## src/rtl/element_delay_sequencer.sv

```systemverilog
// Builds the focusing delay table for one line: centre element first, then
// +n/-n pairs accumulated outward from increment terms fetched from the calculator.
module element_delay_sequencer #(
    parameter int DW_INTEGER  = 18,
    parameter int DW_FRACTION = 6,
    parameter int NUM_STEPS   = 32,
    parameter int IDX_W       = $clog2(NUM_STEPS + 1)
) (
    input  logic                                clk,
    input  logic                                rst,
    input  logic                                start,
    input  logic [DW_INTEGER+DW_FRACTION-1:0]   d0,
    output logic                                calc_initiate,
    input  logic                                calc_ready,
    output logic                                calc_ack,
    input  logic [DW_INTEGER+DW_FRACTION:0]     calc_term_pos,
    input  logic [DW_INTEGER+DW_FRACTION:0]     calc_term_neg,
    output logic                                out_valid,
    input  logic                                out_ready,
    output logic [DW_INTEGER+DW_FRACTION-1:0]   out_delay,
    output logic                                out_side,
    output logic [IDX_W-1:0]                    out_index,
    output logic                                busy,
    output logic                                done,
    output logic                                sat_flag
);
    localparam int W = DW_INTEGER + DW_FRACTION;

    typedef enum logic [2:0] {
        S_IDLE, S_EMIT_C, S_REQ, S_WAIT, S_ACK, S_EMIT_P, S_EMIT_N, S_FIN
    } state_t;

    state_t           state_q, state_d;
    logic [W-1:0]     acc_pos_q, acc_pos_d, acc_neg_q, acc_neg_d;
    logic [W:0]       term_pos_q, term_pos_d, term_neg_q, term_neg_d;
    logic [IDX_W-1:0] n_q, n_d;
    logic             sat_q, sat_d;
    logic             out_valid_q, out_valid_d;
    logic [W-1:0]     out_delay_q, out_delay_d;
    logic             out_side_q, out_side_d;
    logic [IDX_W-1:0] out_index_q, out_index_d;
    logic             calc_initiate_q, calc_initiate_d;
    logic             calc_ack_q, calc_ack_d;
    logic             busy_q, busy_d;
    logic             done_q, done_d;
    logic [W:0]       pos_sum, neg_sum;

    // Returns {clamped, value}; the sum is wide enough that bit W+1 is the sign
    // and bit W alone flags an overflow above the unsigned maximum.
    function automatic logic [W:0] sat_add(input logic [W-1:0] acc, input logic [W:0] term);
        logic signed [W+1:0] sum;
        sum = $signed({2'b00, acc}) + $signed({term[W], term});
        if (sum[W+1])
            return {1'b1, {W{1'b0}}};
        else if (sum[W])
            return {1'b1, {W{1'b1}}};
        else
            return {1'b0, sum[W-1:0]};
    endfunction

    always_comb begin
        state_d         = state_q;
        acc_pos_d       = acc_pos_q;
        acc_neg_d       = acc_neg_q;
        term_pos_d      = term_pos_q;
        term_neg_d      = term_neg_q;
        n_d             = n_q;
        sat_d           = sat_q;
        out_valid_d     = out_valid_q;
        out_delay_d     = out_delay_q;
        out_side_d      = out_side_q;
        out_index_d     = out_index_q;
        calc_initiate_d = 1'b0;
        calc_ack_d      = 1'b0;
        busy_d          = busy_q;
        done_d          = 1'b0;
        pos_sum         = sat_add(acc_pos_q, term_pos_q);
        neg_sum         = sat_add(acc_neg_q, term_neg_q);

        case (state_q)
            S_IDLE: begin
                if (start) begin
                    acc_pos_d   = d0;
                    acc_neg_d   = d0;
                    n_d         = '0;
                    sat_d       = 1'b0;
                    busy_d      = 1'b1;
                    out_valid_d = 1'b1;
                    out_delay_d = d0;
                    out_side_d  = 1'b0;
                    out_index_d = '0;
                    state_d     = S_EMIT_C;
                end
            end
            S_EMIT_C: begin
                if (out_ready) begin
                    out_valid_d = 1'b0;
                    if (NUM_STEPS == 0) begin
                        done_d  = 1'b1;
                        busy_d  = 1'b0;
                        state_d = S_FIN;
                    end else begin
                        n_d             = IDX_W'(1);
                        calc_initiate_d = 1'b1;
                        state_d         = S_REQ;
                    end
                end
            end
            S_REQ: state_d = S_WAIT;
            S_WAIT: begin
                if (calc_ready) begin
                    term_pos_d = calc_term_pos;
                    term_neg_d = calc_term_neg;
                    calc_ack_d = 1'b1;
                    state_d    = S_ACK;
                end
            end
            S_ACK: begin
                acc_pos_d   = pos_sum[W-1:0];
                acc_neg_d   = neg_sum[W-1:0];
                sat_d       = sat_q | pos_sum[W] | neg_sum[W];
                out_valid_d = 1'b1;
                out_delay_d = pos_sum[W-1:0];
                out_side_d  = 1'b0;
                out_index_d = n_q;
                state_d     = S_EMIT_P;
            end
            S_EMIT_P: begin
                if (out_ready) begin
                    out_delay_d = acc_neg_q;
                    out_side_d  = 1'b1;
                    out_index_d = n_q;
                    state_d     = S_EMIT_N;
                end
            end
            S_EMIT_N: begin
                if (out_ready) begin
                    out_valid_d = 1'b0;
                    if (n_q == IDX_W'(NUM_STEPS)) begin
                        done_d  = 1'b1;
                        busy_d  = 1'b0;
                        state_d = S_FIN;
                    end else begin
                        n_d             = n_q + IDX_W'(1);
                        calc_initiate_d = 1'b1;
                        state_d         = S_REQ;
                    end
                end
            end
            S_FIN:   state_d = S_IDLE;
            default: state_d = S_IDLE;
        endcase
    end

    always_ff @(posedge clk or posedge rst) begin
        if (rst) begin
            state_q         <= S_IDLE;
            acc_pos_q       <= '0;
            acc_neg_q       <= '0;
            term_pos_q      <= '0;
            term_neg_q      <= '0;
            n_q             <= '0;
            sat_q           <= 1'b0;
            out_valid_q     <= 1'b0;
            out_delay_q     <= '0;
            out_side_q      <= 1'b0;
            out_index_q     <= '0;
            calc_initiate_q <= 1'b0;
            calc_ack_q      <= 1'b0;
            busy_q          <= 1'b0;
            done_q          <= 1'b0;
        end else begin
            state_q         <= state_d;
            acc_pos_q       <= acc_pos_d;
            acc_neg_q       <= acc_neg_d;
            term_pos_q      <= term_pos_d;
            term_neg_q      <= term_neg_d;
            n_q             <= n_d;
            sat_q           <= sat_d;
            out_valid_q     <= out_valid_d;
            out_delay_q     <= out_delay_d;
            out_side_q      <= out_side_d;
            out_index_q     <= out_index_d;
            calc_initiate_q <= calc_initiate_d;
            calc_ack_q      <= calc_ack_d;
            busy_q          <= busy_d;
            done_q          <= done_d;
        end
    end

    assign calc_initiate = calc_initiate_q;
    assign calc_ack      = calc_ack_q;
    assign out_valid     = out_valid_q;
    assign out_delay     = out_delay_q;
    assign out_side      = out_side_q;
    assign out_index     = out_index_q;
    assign busy          = busy_q;
    assign done          = done_q;
    assign sat_flag      = sat_q;

endmodule

```

## config.mk

```make
export PLATFORM = sky130hd
export DESIGN_NAME = element_delay_sequencer
export DESIGN_NICKNAME = d
export VERILOG_FILES = /design/src/rtl/element_delay_sequencer.sv
export SDC_FILE = /design/constraint.sdc
export NUM_CORES = 1
export LEC_CHECK = 0
export CORE_UTILIZATION = 58
export CTS_BUF_LIST = sky130_fd_sc_hd__clkbuf_4
export CTS_CLUSTER_DIAMETER = 200
export DETAILED_ROUTE_END_ITERATION = 10
export PLACE_DENSITY = 0.9
export SLEW_MARGIN = 10
export SYNTH_ARGS = -nofsm -noshare
export SYNTH_HDL_FRONTEND = slang
export SYNTH_SLANG_ARGS = --single-unit
```

## constraint.sdc

```tcl
create_clock -name clk -period 5.8 [get_ports clk]
set_clock_uncertainty 0.15 [all_clocks]
set_input_delay 0.58 -clock clk [delete_from_list [all_inputs] [get_ports clk]]
set_output_delay 0.58 -clock clk [all_outputs]
set_load 0.01 [all_outputs]
```

==> Word level (Yosys, flattened, before mapping) <==
Cells that the tools add are included.
Widths: inputs -> output; s select.
{ "word_totals": {"reg_bits": 144, "output_inout_bits": 37} }
{ "classes": {"muxes": 42, "n_eq_ne": 16, "n_reduce_logical": 14, "n_bitwise": 2, "addsub": 3} }
{ "ops": {"columns": ["op", "n"], "rows": [
  ["$mux 25", 4],
  ["$pmux 24 s2", 2],
  ["$pmux 24 s3", 1],
  ["$add 25x25->26", 2],
  ["$mux 24", 2],
  ["$pmux 6 s3", 2],
  ["$mux 6", 5],
  ["$pmux 3 s8", 1],
  ["$mux 3", 6],
  ["$mux 1", 14],
  ["$ne 2x2->1 const B", 7],
  ["$eq 3x3->1 const B", 4],
  ["$reduce_and 5->1", 2],
  ["$reduce_bool 3->1", 3],
  ["$add 6x1->6 const B", 1],
  ["$eq 3x2->1 const B", 2],
  ["$eq 6x6->1 const B", 1],
  ["$pmux 1 s2", 3],
  ["$pmux 1 s3", 2],
  ["$reduce_and 3->1", 2],
  ["$reduce_and 2->1", 2],
  ["$reduce_and 4->1", 1],
  ["$reduce_bool 2->1", 2],
  ["$eq 3x1->1 const B", 1],
  ["other kinds (4)", 5]
]} }

==> Longest topological paths before layout <==
{ "logic_depth": {"ltp_word": 6, "mapped_depth": 12, "depth_no_buf": 10} }

==> Worst setup path after synthesis <==
Ideal clock, no wire load.
{ "synth_path": {"kind": "reg2reg", "from": "reg acc_pos_q[0]", "to": "reg acc_pos_q[23]", "t_required_ns": 5.569, "setup_time_ns": 0.081, "synth_period_minus_slack_ns": 2.851, "stages_incl_launch_ff": 12, "setup_slack_ns": 2.949, "arrival_time_ns": 2.619, "n_path_buf": 1, "path_cell_list": "dfrtp_1 -> ha_1 -> fa_1 -> a211oi_1 -> o21ai_1 -> a211oi_2 -> o31ai_2 -> a211o_1 -> o2111ai_4 -> buf_8 -> o21ai_2 -> a31oi_2"} }
{ "synth_via": {"elab_chain_cells": 4} }
{ "synth_rtl": {"columns": ["element", "line", "rtl"], "rows": [
  ["start, declared", "34", "logic [W-1:0] acc_pos_q, acc_pos_d, acc_neg_q, acc_neg_d;"],
  ["start signal, assigned", "174", "acc_pos_q <= acc_pos_d;"],
  ["$add 25x25->26 *", "52", "sum = $signed({2'b00, acc}) + $signed({term[W], term});"],
  ["$mux 25", "55", "else if (sum[W])"],
  ["$mux 25 *", "53", "if (sum[W+1])"],
  ["$pmux 24 s2 *", "80", "case (state_q)"]
]} }
Every way passes the cells marked *; elsewhere a longest branch is shown, timed or not.
A chain may end at the register's enable or synchronous reset.

==> Final worst setup path <==
{ "layout_path": {"from": "reg acc_pos_q[0]", "to": "reg acc_pos_q[21]"} }
Same word-level chain as after synthesis.

==> results.tsv <==
stage	metric	value	unit
critical_path	endpoint_kind	register	
global_route	grt_pass1_wl	38.7	mm
clock_network	ctsResizeCount	0	
die	ios	116	
die	fp.dieH	127	um
critical_path	worstPathArrival	3.82	ns
power_and_ir_drop	powerDensity	660	mW/mm2
yosys	syn_inst	1090	
global_route	antenna_found_initial	1	
drt	drc	0	
global_route	grt_pass1_vias	7576	
yosys	syn-num-nets	1221	
clock_network	hold_buffers	0	
place	io_buffers	115	
drt	ant_nets	0	
die	core_region_area	0.0153	mm2
flow_run	maxCapViolCount	0	
clock_network	cts_tree	done	
cells_and_area	fin_nets	1306	
place	place_area	0.0103	mm2
drt	first_pass_iters	7	
die	rows	45	
die	die_area	0.0162	mm2
yosys	ys.flop_type	dfrtp_1	
sta	hold_viol_final	0	
global_route	grt-ovfl-total	0	
die	fp.dieW	127	um
place	gp_congestion	0.961	
sta	setup_viol	0	
cells_and_area	final_common_cell	nand2_1	
yosys	async_reset_ff_frac	1.00	
critical_path	crit_required	6.13	ns
drt	vias	8410	
sta	maxSlewViolCount	0	
cells_and_area	final_cell_mix	nand2_1, dfrtp_1, clkdlybuf4s50_1, a21oi_1, nor2_1	
drt	routed_wl	23.7	mm
cells_and_area	area_growth	16.4	%
clock_network	clock_latency	0.59	ns
clock_network	clock-sinks	144	
yosys	ys_types	72	
clock_network	clock-root-buffer	clkbuf_4	
sta	final.min_clock_period	3.49	ns
outcome	status	finished clean	
clock_network	cts_setup_buffers	0	
critical_path	start_kind	register	
cells_and_area	fin_area	0.0106	mm2
power_and_ir_drop	cellLeakagePower	0.00484	uW
clock_network	clk_pin_slew	0.12	ns
sta	fmax	0.286	GHz
clock_network	numCtsBuffers	17	
die	start_util	0.595	
global_route	grt_max_degree	99	
yosys	synthesis.area	0.00908	mm2
yosys	ys_seq_area_frac	0.397	
drt	via_per_inst	6.01	
sta	worst_pin_slew	1.20	ns
place	post-dp-hpwl	17.5	mm
drt	drt-initial-drc-count	887	
sta	slew_headroom	0.199	
sta	fin_setup_tns	0	ns
critical_path	critPathMaxFanout	25	
yosys	avgSynthCellArea	8.33	um2
power_and_ir_drop	total_power	6980	uW
yosys	synth_edf_count	0	
global_route	grt_usage	0.303	
drt	wl_per_cell	16.9	um
critical_path	path_class	register to register	
cells_and_area	layout-drive-gt1-share	0.0623	
clock_network	clock_path_buffers	2	
sta	rsz0062_at_grt	no	
min_path	hold_class	register to register	
yosys	synth-warning-count	0	
sta	fin_crit_sh	0.602	
yosys	ys_seq_elements	144	
clock_network	cts_max_level	4	
power_and_ir_drop	ir_drop	0.000267	V
[report_power, final]
| part | switching, uW | internal, uW | leakage [uW] | total (uW) |
|---|---|---|---|---|
| Clock | 377 | 215 | 0.000142 | 593 |
| Combinational | 2670 | 1820 | 0.00294 | 4490 |
| Sequential | 435 | 1460 | 0.00176 | 1900 |
| Total | 3480 | 3500 | 0.00484 | 6980 |
[stage by stage]
| step | std cells | utilization | worst slack (ns) | hold slack, ns |
|---|---|---|---|---|
| final | 1400 | 0.693 | 2.31 | 0.344 |
| after global routing | 1400 | 0.693 | 2.08 | 0.346 |
| after CTS | 1399 | 0.693 | 2.33 | 0.342 |
| after detailed placement | 1367 | 0.676 | 2.35 | 0.320 |
| after global placement | 1367 | 0.676 | 2.45 | 0.311 |
| after floorplan | 1090 | - | 1.20 | 0.300 |
[layer usage]
metal  GRT usage  part of all wire  vias up
li1            -                 -     4074
met1       0.436              0.46     3948
met2       0.465              0.44      332
met3      0.0515             0.066       56
met4       0.105             0.029        0
met5           0                 0        -
[worst max-delay path, cell delays in order, from the launching register on]
cell and delay [ns]:
dfrtp_1 0.41, ha_1 0.23, fa_1 0.42, a211oi_1 0.33, o21ai_1 0.20, a211oi_2 0.29, o31ai_2 0.15, nand3_1 0.15
o2111ai_4 0.45, o21a_1 0.35, a221o_1 0.26
[cells in the mapped netlist (3+ instances only)]
cell | n | share of area
nand3_1 | 34 | 0.019
ha_1 | 50 | 0.069
and3_1 | 24 | 0.017
nand2b_1 | 9 | 0.0062
nor3b_1 | 4 | 0.0033
xnor2_1 | 23 | 0.022
buf_6 | 4 | 0.0050
a21oi_1 | 93 | 0.051
a211oi_1 | 13 | 0.011
o21a_1 | 6 | 0.0050
a31oi_1 | 25 | 0.017
nor3_1 | 14 | 0.0077
o21bai_1 | 6 | 0.0050
a22oi_1 | 29 | 0.024
o211ai_1 | 5 | 0.0041
o22ai_1 | 3 | 0.0021
o21ai_2 | 8 | 0.0077
o31ai_1 | 5 | 0.0041
and2_1 | 8 | 0.0055
a21o_1 | 20 | 0.017
nand4_1 | 4 | 0.0028
inv_1 | 20 | 0.0083
dfrtp_1 | 144 | 0.40
clkbuf_1 | 44 | 0.018
nor2_1 | 77 | 0.032
nand2_1 | 234 | 0.097
o21ai_1 | 42 | 0.023
a211o_1 | 4 | 0.0039
or3_1 | 3 | 0.0021
buf_2 | 8 | 0.0044
a21boi_0 | 3 | 0.0025
xor2_1 | 12 | 0.012
o221ai_1 | 6 | 0.0058
nor4_1 | 3 | 0.0021
nor2b_1 | 9 | 0.0062
o21ai_0 | 43 | 0.024
[cells by family (layout without fill, tap and decap cells)]
group	after synthesis	after routing	synth area share
simple gates	437	437	0.212
buf+inv	79	177	0.0383
fa+ha+maj	52	52	0.0733
compound gates	340	340	0.242
mux	3	3	0.00344
other cells	0	1	0
flops	144	144	0.397
xor+xnor	35	35	0.0337
[sequential cells by signal, indices dropped and copies added (netlist names)]
| name | cells |
|---|---|
| out_delay | 24 |
| sat_flag | 1 |
| out_valid | 1 |
| out_side | 1 |
| state_q | 3 |
| term_neg_q | 25 |
| busy | 1 |
| out_index | 6 |
| done | 1 |
| acc_pos_q | 24 |
| calc_ack | 1 |
| calc_initiate | 1 |
| n_q | 6 |
| acc_neg_q | 24 |
| term_pos_q | 25 |
[path summary, 6_finish.rpt]
| check | start | end | slack (ns) | cells past startpoint |
|---|---|---|---|---|
| max | acc_pos_q[0] | acc_pos_q[21] | 2.31 | 10 |
| min reg2reg | term_neg_q[11] | term_neg_q[11] | 0.34 | 2 |
| min | term_neg_q[11] | term_neg_q[11] | 0.34 | 2 |
| max reg2reg | acc_pos_q[0] | acc_pos_q[21] | 2.31 | 10 |
| max in group asynchronous | rst | acc_neg_q[7] | 3.96 | 3 |
| min in group asynchronous | rst | term_pos_q[23] | 0.40 | 2 |
[layout make-up]
cell class	instances	area (um2)
clock buffer	18	135
multi-input combinational	867	5150
timing repair buffer	124	1220
inverter	21	83.8
tap	211	264
antenna	1	2.50
fill	1234	4680
sequential	144	3600
clock inverter	14	119
(Power assumes the default switching activity.)
